`config.mk`:
```
export PLATFORM = sky130hd
export DESIGN_NAME = instr_fetch_queue
export DESIGN_NICKNAME = d
export VERILOG_FILES = /design/src/rtl/instr_fetch_queue.sv
export SDC_FILE = /design/constraint.sdc
export NUM_CORES = 1
export LEC_CHECK = 0
export ABC_AREA = 1
export CORE_ASPECT_RATIO = 1.1
export CORE_MARGIN = 2
export CORE_UTILIZATION = 49
export CTS_BUF_LIST = sky130_fd_sc_hd__clkbuf_16
export CTS_CLUSTER_DIAMETER = 60
export CTS_CLUSTER_SIZE = 28
export DETAILED_ROUTE_END_ITERATION = 10
export PLACE_DENSITY = 0.79
export SYNTH_ARGS = -nofsm -noshare
export SYNTH_HDL_FRONTEND = slang
export SYNTH_SLANG_ARGS = --single-unit
```
`constraint.sdc`:
```
create_clock -name clk -period 7 [get_ports clk]
set_input_delay 1.75 -clock clk [delete_from_list [all_inputs] [get_ports clk]]
set_output_delay 1.75 -clock clk [all_outputs]
set_load 0.01 [all_outputs]
```
`src/rtl/instr_fetch_queue.sv`:
```
// instr_fetch_queue: fetches 32-bit MIPS words from instruction memory and
// buffers {pc, instr} pairs in an in-order FIFO for the instruction decoder.
// One fetch request may be outstanding at a time. A backend redirect flushes
// all wrong-path state. A response that was already in flight when the
// redirect arrived is dropped when it returns.
// Optional feature: define IFQ_JUMP_FOLLOW_EN so that fetch follows j/jal
// targets directly. Without it, fetch is strictly sequential.
module instr_fetch_queue #(
  parameter int unsigned DEPTH    = 4,
  parameter logic [31:0] RESET_PC = 32'h0000_3000
) (
  input  logic        clk,
  input  logic        rst_n,
  output logic        imem_req_valid,
  input  logic        imem_req_ready,
  output logic [31:0] imem_req_addr,
  input  logic        imem_resp_valid,
  input  logic [31:0] imem_resp_data,
  input  logic        redirect_valid,
  input  logic [31:0] redirect_pc,
  output logic        out_valid,
  input  logic        out_ready,
  output logic [31:0] out_pc,
  output logic [31:0] out_instr
);

  localparam int unsigned PW = $clog2(DEPTH);
  localparam int unsigned CW = $clog2(DEPTH) + 1;
  localparam logic [CW-1:0] FULL_COUNT = CW'(DEPTH);

  typedef enum logic [1:0] {
    ST_RUN   = 2'd0,
    ST_WAIT  = 2'd1,
    ST_DRAIN = 2'd2
  } state_t;

  state_t        state, state_next;
  logic [31:0]   fetch_pc, fetch_pc_next, issued_pc;
  logic [31:0]   pc_mem    [DEPTH];
  logic [31:0]   instr_mem [DEPTH];
  logic [PW-1:0] wr_ptr, rd_ptr;
  logic [CW-1:0] count;
  logic          req_fire, resp_push, pop;
  logic          jump_take;
  logic [31:0]   jump_target;

  assign imem_req_valid = rst_n & (state == ST_RUN) & (count < FULL_COUNT) & ~redirect_valid;
  assign imem_req_addr  = fetch_pc;
  assign req_fire       = imem_req_valid & imem_req_ready;
  assign resp_push      = rst_n & (state == ST_WAIT) & imem_resp_valid & ~redirect_valid;

  assign out_valid = rst_n & (count != '0) & ~redirect_valid;
  assign pop       = out_valid & out_ready;
  assign out_pc    = pc_mem[rd_ptr];
  assign out_instr = instr_mem[rd_ptr];

`ifdef IFQ_JUMP_FOLLOW_EN
  logic [31:0] issued_pc_plus4;
  logic        resp_is_jump;
  assign issued_pc_plus4 = issued_pc + 32'd4;
  assign resp_is_jump    = (imem_resp_data[31:26] == 6'h02) || (imem_resp_data[31:26] == 6'h03);
  assign jump_take       = resp_push & resp_is_jump;
  assign jump_target     = {issued_pc_plus4[31:28], imem_resp_data[25:0], 2'b00};
`else
  assign jump_take   = 1'b0;
  assign jump_target = fetch_pc;
`endif

  // Next fetch address: a redirect wins, then sequential advance on accept, then a followed jump
  always_comb begin
    fetch_pc_next = fetch_pc;
    if (redirect_valid) begin
      fetch_pc_next = redirect_pc & ~32'd3;
    end else if (req_fire) begin
      fetch_pc_next = fetch_pc + 32'd4;
    end else if (jump_take) begin
      fetch_pc_next = jump_target;
    end
  end

  // Fetch FSM next state: a redirect while waiting turns the in-flight response into wrong-path
  always_comb begin
    state_next = state;
    case (state)
      ST_RUN: begin
        if (req_fire) state_next = ST_WAIT;
      end
      ST_WAIT: begin
        if (imem_resp_valid)     state_next = ST_RUN;
        else if (redirect_valid) state_next = ST_DRAIN;
      end
      ST_DRAIN: begin
        if (imem_resp_valid) state_next = ST_RUN;
      end
      default: state_next = ST_RUN;
    endcase
  end

  // FSM state, fetch PC and the PC of the request currently in flight
  always_ff @(posedge clk) begin
    if (!rst_n) begin
      state     <= ST_RUN;
      fetch_pc  <= RESET_PC;
      issued_pc <= RESET_PC;
    end else begin
      state    <= state_next;
      fetch_pc <= fetch_pc_next;
      if (req_fire) issued_pc <= fetch_pc;
    end
  end

  // FIFO bookkeeping; a redirect empties the queue in a single cycle
  always_ff @(posedge clk) begin
    if (!rst_n) begin
      wr_ptr <= '0;
      rd_ptr <= '0;
      count  <= '0;
    end else if (redirect_valid) begin
      wr_ptr <= '0;
      rd_ptr <= '0;
      count  <= '0;
    end else begin
      if (resp_push) wr_ptr <= wr_ptr + PW'(1);
      if (pop)       rd_ptr <= rd_ptr + PW'(1);
      case ({resp_push, pop})
        2'b10:   count <= count + CW'(1);
        2'b01:   count <= count - CW'(1);
        default: count <= count;
      endcase
    end
  end

  // FIFO storage; entries are only read while count marks them valid, so no reset is needed
  always_ff @(posedge clk) begin
    if (resp_push) begin
      pc_mem[wr_ptr]    <= issued_pc;
      instr_mem[wr_ptr] <= imem_resp_data;
    end
  end

endmodule

```
### After elaboration in Yosys (flattened, before gate mapping)

Memory sizes are Yosys's and may differ from the RTL's. A register that Yosys moved wholly into a read port is not among the register bits.
Index checks and enable logic that the tools add are counted.

| cells by class | value |
|---|---|
| multiplexer cells | 14 |
| bitwise gates (word level) | 12 |
| eq/ne operators | 7 |
| add/subtract/negate cells | 5 |
| reduce and logical (&&, ||, !) cells | 6 |
| magnitude comparators | 1 |

Operators by type and width:

| kind | count |
|---|---|
| $mux W32 | 2 |
| $add A32 B3 Y32 const B | 1 |
| $mux W2 | 8 |
| $and A1 B1 Y1 | 10 |
| $pmux W2 S3 | 1 |
| $pmux W3 S2 | 1 |
| $add A2 B1 Y2 const B | 2 |
| $eq A2 B1 Y1 const B | 2 |
| $eq A2 B2 Y1 const B | 2 |
| $ne A2 B2 Y1 const B | 2 |
| $reduce_bool A2 Y1 | 2 |
| $add A3 B1 Y3 const B | 1 |
| $lt A3 B3 Y1 const B | 1 |
| $ne A3 B3 Y1 const B | 1 |
| $reduce_and A3 Y1 | 1 |
| $reduce_bool A3 Y1 | 1 |
| $sub A3 B1 Y3 const B | 1 |
| $logic_not A2 Y1 | 1 |
| $mux W1 | 2 |
| $not A1 Y1 | 2 |
| $reduce_or A2 Y1 | 1 |

| word-level totals | value |
|---|---|
| output and inout port bits | 98 |
| register bits | 73 |
| RAM bits | 256 |
| memories | 2 |
| bits of input ports | 70 |

Memories:

| memory | depth | width | rd ports | clocked after Yosys merged registers in | write ports | RTL line | RTL |
|---|---|---|---|---|---|---|---|
| instr_mem | 4 | 32 | 1 | 1 | 1 | 40 | `logic [31:0] instr_mem [DEPTH];` |
| pc_mem | 4 | 32 | 1 | 1 | 1 | 39 | `logic [31:0] pc_mem [DEPTH];` |

### Depth between registers and ports, before layout

| logic depth | value |
|---|---|
| word-level depth | 7 |
| mapped depth | 13 |
| depth with buffers taken out | 12 |

### Worst setup path before layout

Ideal clock, no wire load.

| timing path | value |
|---|---|
| path type | input-to-reg |
| start point | input port redirect_valid |
| end point | memory instr_mem[0][0], enable pin |
| data arrival time | 4.791 ns |
| setup slack | 1.727 ns |
| path buffers | 1 |
| stages | 4 |
| library setup time | 0.482 ns |
| cells stage by stage | buf_4 nor2_8 nand2_1 nor2_1 |

| on the way | value |
|---|---|
| word-level cells in the longest chain between the ends | 4 |

Ends and longest elaborated chain:

| item | RTL line | RTL |
|---|---|---|
| start, declared | 19 | `input logic redirect_valid,` |
| $not A1 Y1 | 50 | `assign resp_push = rst_n & (state == ST_WAIT) & imem_resp_valid & ~redirect_valid;` |
| $and A1 B1 Y1 | 50 |  |
| $mux W1 | 135 | `if (resp_push) begin` |
| $mux W1 (implied by the code) | 137 | `instr_mem[wr_ptr] <= imem_resp_data;` |
| end, declared | 40 |  |

Every way passes these cells.

### Final worst setup path

| timing path | value |
|---|---|
| start point | input port rst_n |
| end point | output port out_valid |

| on the way | value |
|---|---|
| word-level cells in the longest chain between the ends | 2 |

Ends and longest elaborated chain:

| item | RTL line | RTL |
|---|---|---|
| start, declared | 13 | `input logic rst_n,` |
| $and A1 B1 Y1 (2 in series) | 52 | `assign out_valid = rst_n & (count != '0) & ~redirect_valid;` |
| end, declared | 21 | `output logic out_valid,` |

Every way passes these cells.

==> run metrics <==
status complete, no violations; Placed Instances 1595; Critical Path Most Common Cell clkdlybuf4s50_1; worst reg2reg startpoint state[1]$_SDFFE_PN0P_; CTS resizes 0; Gate Count Post-Synth 1134; Final Non-Filler Cells 1628; Slew HR 30.6%; worst-margin pin slew 1.04 ns; drt wl/cell 17.0 um; Worst EP arrival 3.44 ns; routed via count 8776; CTS Buffer Depth 3; Placed Area 14600 um2; GRT Total Usage 20.0%; design area 15300 um2; Yosys cell types 34; root buffer cell clkbuf_16; Worst Clk Skew 0.0162 ns; Clock transition at path regs 0.09 ns; largest net degree at the start of global routing 95; Worst Reg-to-Reg Cells 6; initial core utilization 50.1%; commonest cells after routing, fill and taps aside edfxtp_1 (248), o21ai_0 (171), nor2_1 (164), clkdlybuf4s50_1 (161), nand2_1 (131); Hold Path Origin rd_ptr[1]$_SDFFE_PP0P_; worst path required time 5.25 ns; Setup violations, final 0; top_reg_cell synth edfxtp_1; highest clock rate 193 MHz; Setup CP Type in -> out; Peak supply drop 156 uV; WL final 27600 um; worst reg-to-reg setup slack 4.51 ns; RSZ-0062 raised after global routing false; Die ar. 27300 um2; # clock sinks 319; hold crit path type reg -> reg; met3 wire length 1850 um; # nets final 1347; post-synthesis sequential area ratio 69.7%; Worst setup SP type primary input; WL met1 11700 um; Leak 0.00521 uW; total power 3430 uW; number of setup buffers added after CTS 0; GRT overflow 0; final hold vios 0; ys async rst share 0%; CP Max Fanout 28; drt first pass iters 5; minimum clock period 5.19 ns; total CTS buffers 19; drt drc 0; share of layout cells above drive strength 1 5.77%; Via density 5.39; die width 158 um; HPWL after DPL 17000 um; Hold Path Depth 2; synthesized flop and latch total 319; core area 25400 um2; final-report max-slew violation count 0; Port Buffers 161; Final Util 60.1%; crit path capture type output port; Crit Reg-Reg Endpoint imem_req_addr[5]$_SDFFE_PN0P_; Rows 61; most common cell after layout, fill and taps aside edfxtp_1; worst-skew pair later-pin latency 0.51 ns; CTS tree done; Worst path slowest cell clkdlybuf4s50_1; Hold-fix buffers, CTS 0; gpl congestion 0.872; CP max stage delay 0.56 ns; antenna cell count 0; global-route wire length before repair 43400 um; top layer reached by signal wires met4; post-detailed-route count of antenna-violating nets 0; Layout area overhead 20.0%; power density cells 225 nW/um2; H-Tree Depth 1; critical-path cell list clkdlybuf4s50_1 > buf_4 > nand2_1 > nor2_1 > clkdlybuf4s50_1; initial antenna violation count 0; final worst path period share 74.1%; Post-synth EDFFs 248; setup TNS 0 ns; metal2 WL 13400 um; die height 173 um; vias in the first global route 8487; YS warnings 0; Mapped Area 12700 um2; # IOs 168; Syn Area/Cell 11.2 um2; Max Cap Viol 0; Iter 0 DRT Violations 561
[metal layers]
| metal | up-vias | global-route usage [%] |
|---|---|---|
| li1 | 4258 | - |
| met5 | - | 0 |
| met2 | 299 | 34.5 |
| met4 | 0 | 5.45 |
| met1 | 4176 | 26.5 |
| met3 | 43 | 2.88 |
[cells in the mapped netlist (6+ instances only)]
| library cell | n | area, um2 |
|---|---|---|
| edfxtp_1 | 248 | 7450 |
| o21ai_0 | 171 | 856 |
| nor2_1 | 168 | 631 |
| nand2_1 | 131 | 492 |
| dfxtp_1 | 71 | 1420 |
| a21oi_1 | 64 | 320 |
| inv_1 | 64 | 240 |
| o22ai_1 | 62 | 388 |
| clkbuf_1 | 39 | 146 |
| nand3_1 | 35 | 175 |
| buf_2 | 17 | 85.1 |
| xor2_1 | 9 | 78.8 |
| buf_4 | 7 | 52.6 |
| nor2_2 | 7 | 43.8 |
| ha_1 | 6 | 75.1 |
[state kept, by name (all words and copies together) (netlist names), named ones only]
name / cells
count: 3
wr_ptr: 2
imem_req_addr: 30
instr_mem: 128
state: 2
rd_ptr: 2
pc_mem: 120
issued_pc: 30
[critical path: cells and delay by family]
family        cells  cell delay, ns
simple gates      2            0.30
buf+inv           3            1.39
[final cells by class]
cell class | count | area (um2)
Fill cell | 2011 | 10100
Clock buffer | 19 | 475
Inverter | 68 | 256
Tap cell | 346 | 433
Timing Repair Buffer | 176 | 1720
Clock inverter | 14 | 161
Multi-Input combinational cell | 686 | 3350
Sequential cell | 319 | 8870
[worst max-delay path by stage]
stage                         from                   endpoint  slack (ns)
floorplan           redirect_valid  instr_mem[0][0]$_DFFE_PP_        1.73
global placement             rst_n                  out_valid        1.77
detailed placement           rst_n                  out_valid        1.76
CTS                          rst_n                  out_valid        1.75
global route              register              out_instr[18]        1.55
finish                       rst_n                  out_valid        1.81
[report_power, final]
part / internal (uW) / leakage [uW] / switching, uW / total (uW)
logic: 76.1 / 0.00204 / 77.2 / 153
registers: 2050 / 0.00285 / 28.1 / 2080
clock network: 543 / 0.000312 / 656 / 1200
[logic make-up (layout without fill, tap and decap cells)]
| group | count (synthesis) | in the layout | synth area share (%) |
|---|---|---|---|
| AO/OA/AOI/OAI | 308 | 308 | 12.9 |
| XOR/XNOR | 10 | 10 | 0.688 |
| adder cells (fa/ha/maj) | 7 | 7 | 0.747 |
| buffers and inverters | 132 | 277 | 4.32 |
| flip-flops | 319 | 319 | 69.7 |
| other | 1 | 4 | 0.0295 |
| AND/OR/NAND/NOR | 357 | 357 | 11.7 |
[metrics by stage]
stage,hold WS (ns),worst slack (ns)
5_1_grt,0.497,1.55
2_1_floorplan,0.436,1.73
3_3_place_gp,0.447,1.77
3_5_place_dp,0.452,1.76
4_1_cts,0.469,1.75
6_report,0.464,1.81
(Power assumes the default switching activity.)
